==> src/rtl/bpred_pkg.sv <==
// Shared encodings for the BTB's 2-bit saturating direction counters.
package bpred_pkg;

  typedef enum logic [1:0] {
    CTR_SNT = 2'b00,
    CTR_WNT = 2'b01,
    CTR_WT  = 2'b10,
    CTR_ST  = 2'b11
  } ctr_e;

  localparam ctr_e CTR_RESET = CTR_WNT;
  localparam ctr_e CTR_ALLOC = CTR_WT;

  function automatic logic ctr_taken(input ctr_e c);
    return (c == CTR_WT) || (c == CTR_ST);
  endfunction

endpackage

==> src/rtl/bpred_sat_ctr.sv <==
// Next-state function of a 2-bit saturating direction counter.
module bpred_sat_ctr
  import bpred_pkg::*;
(
  input  ctr_e ctr_i,
  input  logic taken_i,
  output ctr_e ctr_o
);

  always_comb begin
    ctr_o = ctr_i;
    if (taken_i) begin
      if (ctr_i != CTR_ST) ctr_o = ctr_e'(ctr_i + 2'd1);
    end else begin
      if (ctr_i != CTR_SNT) ctr_o = ctr_e'(ctr_i - 2'd1);
    end
  end

endmodule

==> src/rtl/bpred_btb.sv <==
// Direct-mapped branch target buffer with 2-bit counters, zero-latency lookup.
// Optional statistics counters are built when BPRED_STATS_EN is defined.
module bpred_btb
  import bpred_pkg::*;
#(
  parameter int ENTRIES = 16,
  parameter int XLEN    = 32
) (
  input  logic            clk,
  input  logic            reset,
  input  logic [XLEN-1:0] pcF,
  output logic            pred_takenF,
  output logic [XLEN-1:0] pred_targetF,
  input  logic            upd_en,
  input  logic [XLEN-1:0] upd_pc,
  input  logic            upd_taken,
  input  logic [XLEN-1:0] upd_target,
  input  logic            pred_takenE,
  input  logic [XLEN-1:0] pred_targetE,
  output logic            mispredict,
  output logic [XLEN-1:0] redirect_pc
`ifdef BPRED_STATS_EN
  ,
  output logic [31:0]     stat_branches,
  output logic [31:0]     stat_mispredicts
`endif
);

  localparam int IDX  = $clog2(ENTRIES);
  localparam int TAGW = XLEN - IDX - 2;

  logic [ENTRIES-1:0] valid_q;
  ctr_e               ctr_q    [ENTRIES];
  logic [TAGW-1:0]    tag_q    [ENTRIES];
  logic [XLEN-1:0]    target_q [ENTRIES];

  logic [IDX-1:0]  f_idx, u_idx;
  logic [TAGW-1:0] f_tag, u_tag;
  logic            f_hit, u_hit;
  ctr_e            ctr_d;

  assign f_idx = pcF[IDX+1:2];
  assign f_tag = pcF[XLEN-1:IDX+2];
  assign u_idx = upd_pc[IDX+1:2];
  assign u_tag = upd_pc[XLEN-1:IDX+2];

  assign f_hit = valid_q[f_idx] && (tag_q[f_idx] == f_tag);
  assign u_hit = valid_q[u_idx] && (tag_q[u_idx] == u_tag);

  assign pred_takenF  = f_hit && ctr_taken(ctr_q[f_idx]);
  assign pred_targetF = pred_takenF ? target_q[f_idx] : pcF + XLEN'(4);

  // Resolution outcome depends only on the EX-stage inputs, never on table state.
  assign mispredict  = upd_en && ((upd_taken != pred_takenE) ||
                                  (upd_taken && (upd_target != pred_targetE)));
  assign redirect_pc = upd_taken ? upd_target : upd_pc + XLEN'(4);

  bpred_sat_ctr u_sat_ctr (
    .ctr_i   (ctr_q[u_idx]),
    .taken_i (upd_taken),
    .ctr_o   (ctr_d)
  );

  always_ff @(posedge clk) begin
    if (reset) begin
      valid_q <= '0;
      for (int i = 0; i < ENTRIES; i++) ctr_q[i] <= CTR_RESET;
    end else if (upd_en) begin
      if (u_hit) begin
        ctr_q[u_idx] <= ctr_d;
      end else if (upd_taken) begin
        valid_q[u_idx] <= 1'b1;
        ctr_q[u_idx]   <= CTR_ALLOC;
      end
    end
  end

  // Tag and target carry no reset; a taken update either refreshes or allocates.
  always_ff @(posedge clk) begin
    if (!reset && upd_en && upd_taken) begin
      tag_q[u_idx]    <= u_tag;
      target_q[u_idx] <= upd_target;
    end
  end

`ifdef BPRED_STATS_EN
  logic [31:0] branches_q, mispredicts_q;

  always_ff @(posedge clk) begin
    if (reset) begin
      branches_q    <= '0;
      mispredicts_q <= '0;
    end else begin
      if (upd_en && (branches_q != '1))        branches_q    <= branches_q + 32'd1;
      if (mispredict && (mispredicts_q != '1)) mispredicts_q <= mispredicts_q + 32'd1;
    end
  end

  assign stat_branches    = branches_q;
  assign stat_mispredicts = mispredicts_q;
`else
  // No statistics state in this build; the prediction path above is complete.
`endif

endmodule

==> config.mk <==
export PLATFORM = sky130hd
export DESIGN_NAME = bpred_btb
export DESIGN_NICKNAME = d
export VERILOG_FILES = /design/src/rtl/bpred_pkg.sv /design/src/rtl/bpred_sat_ctr.sv /design/src/rtl/bpred_btb.sv
export SDC_FILE = /design/constraint.sdc
export NUM_CORES = 1
export LEC_CHECK = 0
export CORE_MARGIN = 2
export CORE_UTILIZATION = 55
export DETAILED_ROUTE_END_ITERATION = 8
export GPL_TIMING_DRIVEN = 0
export PLACE_DENSITY = 0.73
export SYNTH_ARGS = -nofsm -noshare
export SYNTH_HDL_FRONTEND = slang
export SYNTH_HIERARCHICAL = 1
export SYNTH_SLANG_ARGS = --single-unit
export TNS_END_PERCENT = 30
==> constraint.sdc <==
create_clock -name clk -period 4.05 [get_ports clk]
set_clock_uncertainty 0.05 [all_clocks]
set_input_delay 0.6075 -clock clk [delete_from_list [all_inputs] [get_ports clk]]
set_output_delay 0.6075 -clock clk [all_outputs]
set_load 0.02 [all_outputs]
==> metrics.md, run 1 <==
| Metric | Value |
|---|---|
| Outcome | complete, but fails checks |
| Violated checks | negative setup slack |
| Netlist Area Pre-Place | 44,410 µm² |
| GPL Wtd Cong | 0.9144 |
| Top-area cell type share of the netlist area | 64.92% |
| Slew @ Worst Pin | 1.210 ns |
| Total GRT Usage | 35.82% |
| Endpoint type of the worst setup path | output port |
| Yosys reg bits | 976 |
| Clock Sinks | 976 |
| Boundary pin count | 199 |
| Period utilization | 118.3% |
| Ranking of synthesized cells by area | edfxtp_1, mux4_2, mux2i_1 |
| Antenna-violating nets left | 0 |
| Primary FF master, synth | edfxtp_1 |
| GR Overflow Total | 0 |
| Final period demand of the worst path | 4.789 ns |
| Worst Setup Path Type | in -> out |
| Starting density of the core | 55.31% |
| PnR worst setup slack | -0.7392 ns |
| Die span in y | 288.1 µm |
| FMAX | 208.8 MHz |
| Unrepaired setup endpoints after global routing | true |
| Sw frac | 23.69% |
| CTS tree | built |
| Final hold viol count | 0 |
| Hold_ws | 0.4377 ns |
| Starting DRC count in detailed routing | 4,991 |
| Cell taking the most area after synthesis | edfxtp_1 |
| Mapped Cells | 2,390 |
| First-pass GRT wire length | 204,400 µm |
| Async SR Flop Fraction | 0% |
| CORE AREA | 80,290 µm² |
| Clock Path Buffers | 3 |
| WP data arrival | 4.13 ns |
| Max-Slew Margin vs Limit | 19.06% |
| # H-tree levels | 3 |
| P_int | 17.18 mW |
| CTS clk-pin slew, worst paths | 0.06 ns |
| Vias in the first global route | 27,070 |
| Peak supply drop | 0.3252 mV |
| DR vias/cell | 7.084 |
| Number of detailed-route iterations in the first pass | 6 |
| Final setup violation count | 45 |
| CP required | 3.39 ns |
| Final Util | 65.74% |
| Drc violations | 0 |
| Net Sw Power | 5.332 mW |
| YS warnings | 6 |
| Sequential share of the synthesized area | 65.64% |
| Routed len/inst | 38.18 µm |
| Leak | 17.50 nW |
| Max Cap Viol | 0 |
| Post-synth EDFFs | 960 |
| Avg Cell Area, Syn | 18.58 µm² |
| Row cnt | 104 |
| Synth-to-Final Area Change | 18.87% |
| Die W | 288.1 µm |
| Hold WC Path Type | in -> reg |
| CP Max Fanout | 10 |
| CTS buffer count | 99 |
| Routed WL | 148,500 µm |
| Post-detail-place hpwl | 95,960 µm |
| Clk pwr share | 40.0% |
| Via count | 27,540 |
| DIE AREA | 83,030 µm² |
| Clock latency on the worst-skew pair | 0.68 ns |
| Power Density | 426.5 nW/µm² |
| NumNets Final | 2,879 |
| Final Max Slew Viols | 0 |
| CP Launch Type | input port |
| Share of cells above drive strength 1 | 30.01% |
| Post-synth net total | 2,528 |
| Synth unique cells | 65 |
| Clk root buf | clkbuf_16 |
| Part of the power in registers | 49.8% |
| Combinational share of power | 10.1% |
| Largest net degree at the start of global routing | 45 |
| Initial antenna violation count | 12 |
| Port Buffer Count | 189 |
[cell usage after synthesis (all sizes together) (10+ instances only)]
master	count
nor2	70
clkbuf	61
nand2	113
nand3	46
mux2	37
o21ai	38
xnor2	84
xor2	61
mux4	361
mux2i	146
nor4	10
inv	45
buf	107
nand4	44
a22oi	33
edfxtp	960
dfxtp	16
o22ai	20
[cell usage in the layout (no fill, tap or decap), types with 22 or more instances in the layout]
master,instances
a22oi_1,33
buf_16,22
buf_2,24
buf_4,76
buf_6,47
clkbuf_1,57
clkbuf_16,103
clkdlybuf4s50_1,105
edfxtp_1,960
inv_1,27
mux2i_1,137
mux4_2,354
nand2_1,113
nand3_1,45
nand4_1,44
nor2_1,67
o21ai_0,22
xnor2_1,68
xor2_1,60
[power groups by stage]
| stage | Combinational (mW) | Clock [mW] | Sequential [mW] |
|---|---|---|---|
| floorplan | 1.11 | 0 | 11.4 |
| global placement | 2.03 | 0 | 11.4 |
| detailed placement | 2.06 | 0 | 11.4 |
| CTS | 2.17 | 8.98 | 11.2 |
| global route | 2.34 | 9.36 | 11.2 |
| finish | 2.28 | 9.01 | 11.2 |
[flip-flops by register name (all words and copies together), names as in the netlist]
name,count
target_q,512
valid_q,16
tag_q,416
ctr_q,32
[layout make-up]
| type | instances | area [µm²] |
|---|---|---|
| Inverter | 45 | 214.0 |
| Clock inverter | 52 | 513.0 |
| Timing Repair Buffer | 252 | 2843 |
| Antenna cell | 6 | 15.01 |
| Sequential cell | 976 | 29150 |
| Multi-Input combinational cell | 1201 | 14680 |
| Fill cell | 5269 | 27500 |
| Buffer | 166 | 1446 |
| Clock buffer | 130 | 2604 |
| Tap cell | 1060 | 1326 |
[kinds of logic (layout without fill, tap and decap cells)]
logic type	count (synthesis)	count (layout)	share of synthesized area [%]
compound gates	162	162	2.567
xor+xnor	145	145	2.877
fa+ha+maj	7	7	0.1916
buf+inv	213	645	2.330
flops	976	976	65.64
mux	544	544	22.59
other cells	0	6	0
simple gates	343	343	3.804
[per-layer routing]
layer | up-vias | share of wire, % | GRT usage, % | wire (µm)
met5 | - | 0.12 | 0 | 172
met4 | 12 | 4.2 | 14.99 | 6255
met3 | 354 | 14 | 9.392 | 21220
met2 | 2428 | 46 | 53.81 | 67660
met1 | 14140 | 36 | 50.47 | 53160
li1 | 10600 | - | - | -
[path summary, 6_finish.rpt]
check | to | startpoint | cells past startpoint | slack (ns)
max | pred_takenF | pcF[5] | 11 | -0.74
min | tag_q[8][3] | upd_pc[9] | 1 | 0.44
max reg2reg | ctr_q[6][0] | tag_q[15][21] | 10 | 0.13
min reg2reg | valid_q[2] | valid_q[2] | 2 | 0.45
[worst max-delay path: stages]
cell and delay [ns]:
buf_2 0.23, buf_2 0.46, buf_4 0.38, mux2i_2 0.34, mux2i_2 0.20, xnor2_2 0.19, nand4_1 0.12, or4_4 0.55
or3_4 0.35, nor4_4 0.44, buf_4 0.23
[through the flow]
| step | setup TNS [ns] | std cells | worst slack (ns) | power, mW | instance area (µm²) |
|---|---|---|---|---|---|
| 2_1_floorplan | -0.5135 | 2390 | -0.07142 | 12.52 | 44440 |
| 3_3_place_gp | -3346.68 | 3639 | -3.927 | 13.45 | 47660 |
| 3_5_place_dp | -1355.96 | 3655 | -3.073 | 13.49 | 48140 |
| 4_1_cts | -15.18 | 3860 | -0.5904 | 22.37 | 52200 |
| 5_1_grt | -20.19 | 3884 | -0.7210 | 22.92 | 52770 |
| 6_report | -17.86 | 3888 | -0.7392 | 22.51 | 52780 |
[what timing repair did]
| action | CTS | global route |
|---|---|---|
| hold buffers | 0 | 0 |
| endpoints found under the setup margin | 949 | 102 |
| gates cloned | 1 | 3 |
| resized for setup | 510 | 131 |
| setup buffers | 24 | 20 |
| pin swaps | 22 | 8 |
(Power assumes the default switching activity.)
==> inputs of run 2 (changes only) <==
CORE_MARGIN = default   (was 2)
==> run 2 against run 1 <==
The flow still finishes with violations (negative setup slack); first-iteration DRC count decreased by 2.1%; wire length fell by 1.1%; count of clock-buffer cells in the layout shrank 22; worst setup slack improved by 0.15 ns; clock power grew 1%; critical path depth unchanged; fmax up 3.3%; sequential share of layout area up 0.14 points; critical endpoint unchanged.
==> metrics.md, run 2 (synthesized netlist as in run 1, its figures left out) <==
| Metric | Value |
|---|---|
| Outcome | complete, but fails checks |
| Violated checks | negative setup slack |
| Finished Cell Area | 52,650 µm² (-0.25%) |
| DR vias/cell | 7.156 (+1.0%) |
| Final setup TNS | -17.15 ns (+0.7036 ns) |
| Clk root buf | clkbuf_16 |
| Critical Path Stages | 11 (unchanged) |
| Final Util | 66.32% (+0.58 points) |
| Antenna-violating nets left | 0 (unchanged) |
| Sequential standard cell area | 29,150 µm² (unchanged) |
| Buf+Inv Stages, Crit Path | 4 (unchanged) |
| Total GRT Usage | 36.18% (+0.37 points) |
| Final setup violation count | 62 (+38%) |
| Largest reg by FF count | target_q |
| Endpoint type of the worst setup path | output port |
| Met3 WL | 21,510 µm (+1.4%) |
| Hold WC Path Type | in -> reg |
| DIE AREA | 81,880 µm² (-1.4%) |
| Boundary pin count | 199 (unchanged) |
| Vias in the first global route | 27,300 (+0.85%) |
| Port Buffer Count | 189 (unchanged) |
| Peak supply drop | 0.3330 mV (+2.4%) |
| Largest registers | target_q: 512 flops, tag_q: 416 flops, ctr_q: 32 flops |
| Cells after DPL | 3,645 (-0.27%) |
| Crit path launch | pcF[2] |
| Critical path's top delay family | simple AND/OR/NAND/NOR gates |
| Final period demand of the worst path | 4.637 ns (-0.1526 ns) |
| # H-tree levels | 3 (unchanged) |
| Initial antenna violation count | 9 (-3) |
| NumNets Final | 2,861 (-0.63%) |
| Share of cells above drive strength 1 | 29.74% (-0.27 points) |
| Max Used Layer | met5 |
| Hold Crit Start | upd_pc[7] |
| CORE AREA | 79,390 µm² (-1.1%) |
| Max-Slew Margin vs Limit | 20.74% (+1.7 points) |
| Post-DP Area | 48,120 µm² (about the same) |
| Routed WL | 146,900 µm (-1.1%) |
| Largest net degree at the start of global routing | 45 (unchanged) |
| Starting density of the core | 55.94% (+0.63 points) |
| Slew @ Worst Pin | 1.185 ns (-0.02515 ns) |
| Most frequent cells in the layout | edfxtp_1, mux4_2, mux2i_1 |
| Period utilization | 114.5% (-3.8 points) |
| Area occupied by multi-input gates | 14,560 µm² (-0.76%) |
| Clock Sinks | 976 (unchanged) |
| CP Launch Type | input port |
| CTS clk-pin slew, worst paths | 0.06 ns (about the same) |
| Clock Path Buffers | 3 (unchanged) |
| CP Cell Sequence | buf_12 -> buf_12 -> buf_16 -> mux4_2 -> mux4_2 -> xnor2_4 -> nand4_1 -> or4_1 -> or3_4 -> nor4_4 -> buf_4 |
| First-pass GRT wire length | 204,600 µm (+0.12%) |
| Max reg flops | 512 (unchanged) |
| GPL Wtd Cong | 0.9436 (+3.2%) |
| Met2 Routed Length | 65,590 µm (-3.1%) |
| Filler cells | 5,290 (+0.40%) |
| Worst reg2reg path depth | 10 (unchanged) |
| Final hold viol count | 0 (unchanged) |
| DRT met1 WL | 53,490 µm (+0.63%) |
| Die W | 286.1 µm (-0.69%) |
| R2R Path Start | tag_q[10][21] |
| GR Overflow Total | 0 (unchanged) |
| Setup crit end | pred_takenF |
| Max Cap Viol | 0 (unchanged) |
| Final Max Slew Viols | 0 (unchanged) |
| Drc violations | 0 (unchanged) |
| Power Density | 429.6 nW/µm² (+0.73%) |
| CTS buffer count | 96 (-3.0%) |
| Clock latency on the worst-skew pair | 0.67 ns (about the same) |
| Leak | 17.42 nW (-0.47%) |
| Routed len/inst | 38.05 µm (-0.34%) |
| Worst Setup Path Type | in -> out |
| Row cnt | 103 (-0.96%) |
| Die span in y | 286.1 µm (-0.69%) |
| CP Max Fanout | 7 (-3) |
| Hold_ws | 0.3496 ns (-0.08808 ns) |
| FMAX | 215.7 MHz (+3.3%) |
| Unrepaired setup endpoints after global routing | true |
| CP required | 3.39 ns (about the same) |
| Starting DRC count in detailed routing | 4,886 (-2.1%) |
| Commonest non-fill, non-tap cell in the layout | edfxtp_1 |
| Post-detail-place hpwl | 93,840 µm (-2.2%) |
| Crit path max-delay cell type | mux4_2 |
| Synth-to-Final Area Change | 18.57% |
| Worst path max stage delay | 0.61 ns (+0.06 ns) |
| PnR worst setup slack | -0.5866 ns (+0.1526 ns) |
| Number of detailed-route iterations in the first pass | 6 (unchanged) |
| Via count | 27,620 (+0.30%) |
| WP data arrival | 3.98 ns (-0.15 ns) |
| Worst reg2reg endpoint | ctr_q[0][1] |
| Final Non-Filler Cells | 3,860 (-0.72%) |
| Worst reg2reg setup slack | 0.01 ns (-0.12 ns) |
| CTS tree | built |
==> run 2: cell count changes in the layout (fill, tap and decap cells not counted), moves of 6 or more <==
cell,change
buf_4,-14
clkdlybuf4s50_1,+7
clkinv_2,+6
clkbuf_1,-20
dlygate4sd2_1,-8
buf_6,-9
==> run 2: area by class of cell <==
cell class / count / share of cell area (%)
diodes: 6 / 0.02852
plain buffers: 166 / 2.873
clock buffers: 108 / 4.689
clock inverters: 71 / 1.383
inverters: 45 / 0.4016
multi-input cells: 1201 / 27.66
flip-flops and latches: 976 / 55.36
well taps: 1050 / 2.495
repair buffers: 237 / 5.107
==> run 2: layer usage <==
| metal | GRT usage [%] | vias to the layer above |
|---|---|---|
| met1 | 51.47 | 14240 |
| met3 | 10.29 | 378 |
| met5 | 0 | - |
| met4 | 14.89 | 10 |
| li1 | - | 10560 |
| met2 | 53.09 | 2439 |
==> run 2: worst min path at each step <==
stage                         endpoint  slack (ns)  depth (start not counted)
after global placement      valid_q[0]        0.42                          2
after CTS                  tag_q[8][5]        0.42                          1
after global routing      tag_q[12][1]        0.38                          1
after detailed placement    valid_q[0]        0.43                          2
after floorplan             valid_q[0]        0.41                          2
final                      tag_q[8][1]        0.35                          1
==> run 2: report_power, final <==
part | switching [mW] | internal (mW) | total [mW]
clock | 3.90 | 5.23 | 9.13
sequential | 0.0354 | 11.2 | 11.2
combinational | 1.32 | 0.945 | 2.27
==> run 2: worst register-to-register path: stages (launching register included) <==
cell and delay [ns]:
edfxtp_1 0.39, mux4_2 0.48, mux4_2 0.49, xor2_1 0.24, nor4bb_2 0.53, o2111ai_1 0.20, a2111oi_0 0.32, and4b_2 0.39
buf_4 0.25, buf_6 0.18, a221o_1 0.23
==> run 2: what timing repair did <==
item / CTS / global route
hold buffers: 0 / 0
setup buffers: 29 / 0
gates cloned: 3 / 0
resized for setup: 545 / 55
pin swaps: 18 / 4
endpoints found under the setup margin: 904 / 118
==> run 2: through the flow <==
step / power (mW) / setup slack [ns]
5_1_grt: 23.06 / -0.6454
4_1_cts: 22.55 / -0.5184
3_5_place_dp: 13.48 / -2.922
2_1_floorplan: 12.52 / -0.07142
3_3_place_gp: 13.45 / -3.970
6_report: 22.62 / -0.5866
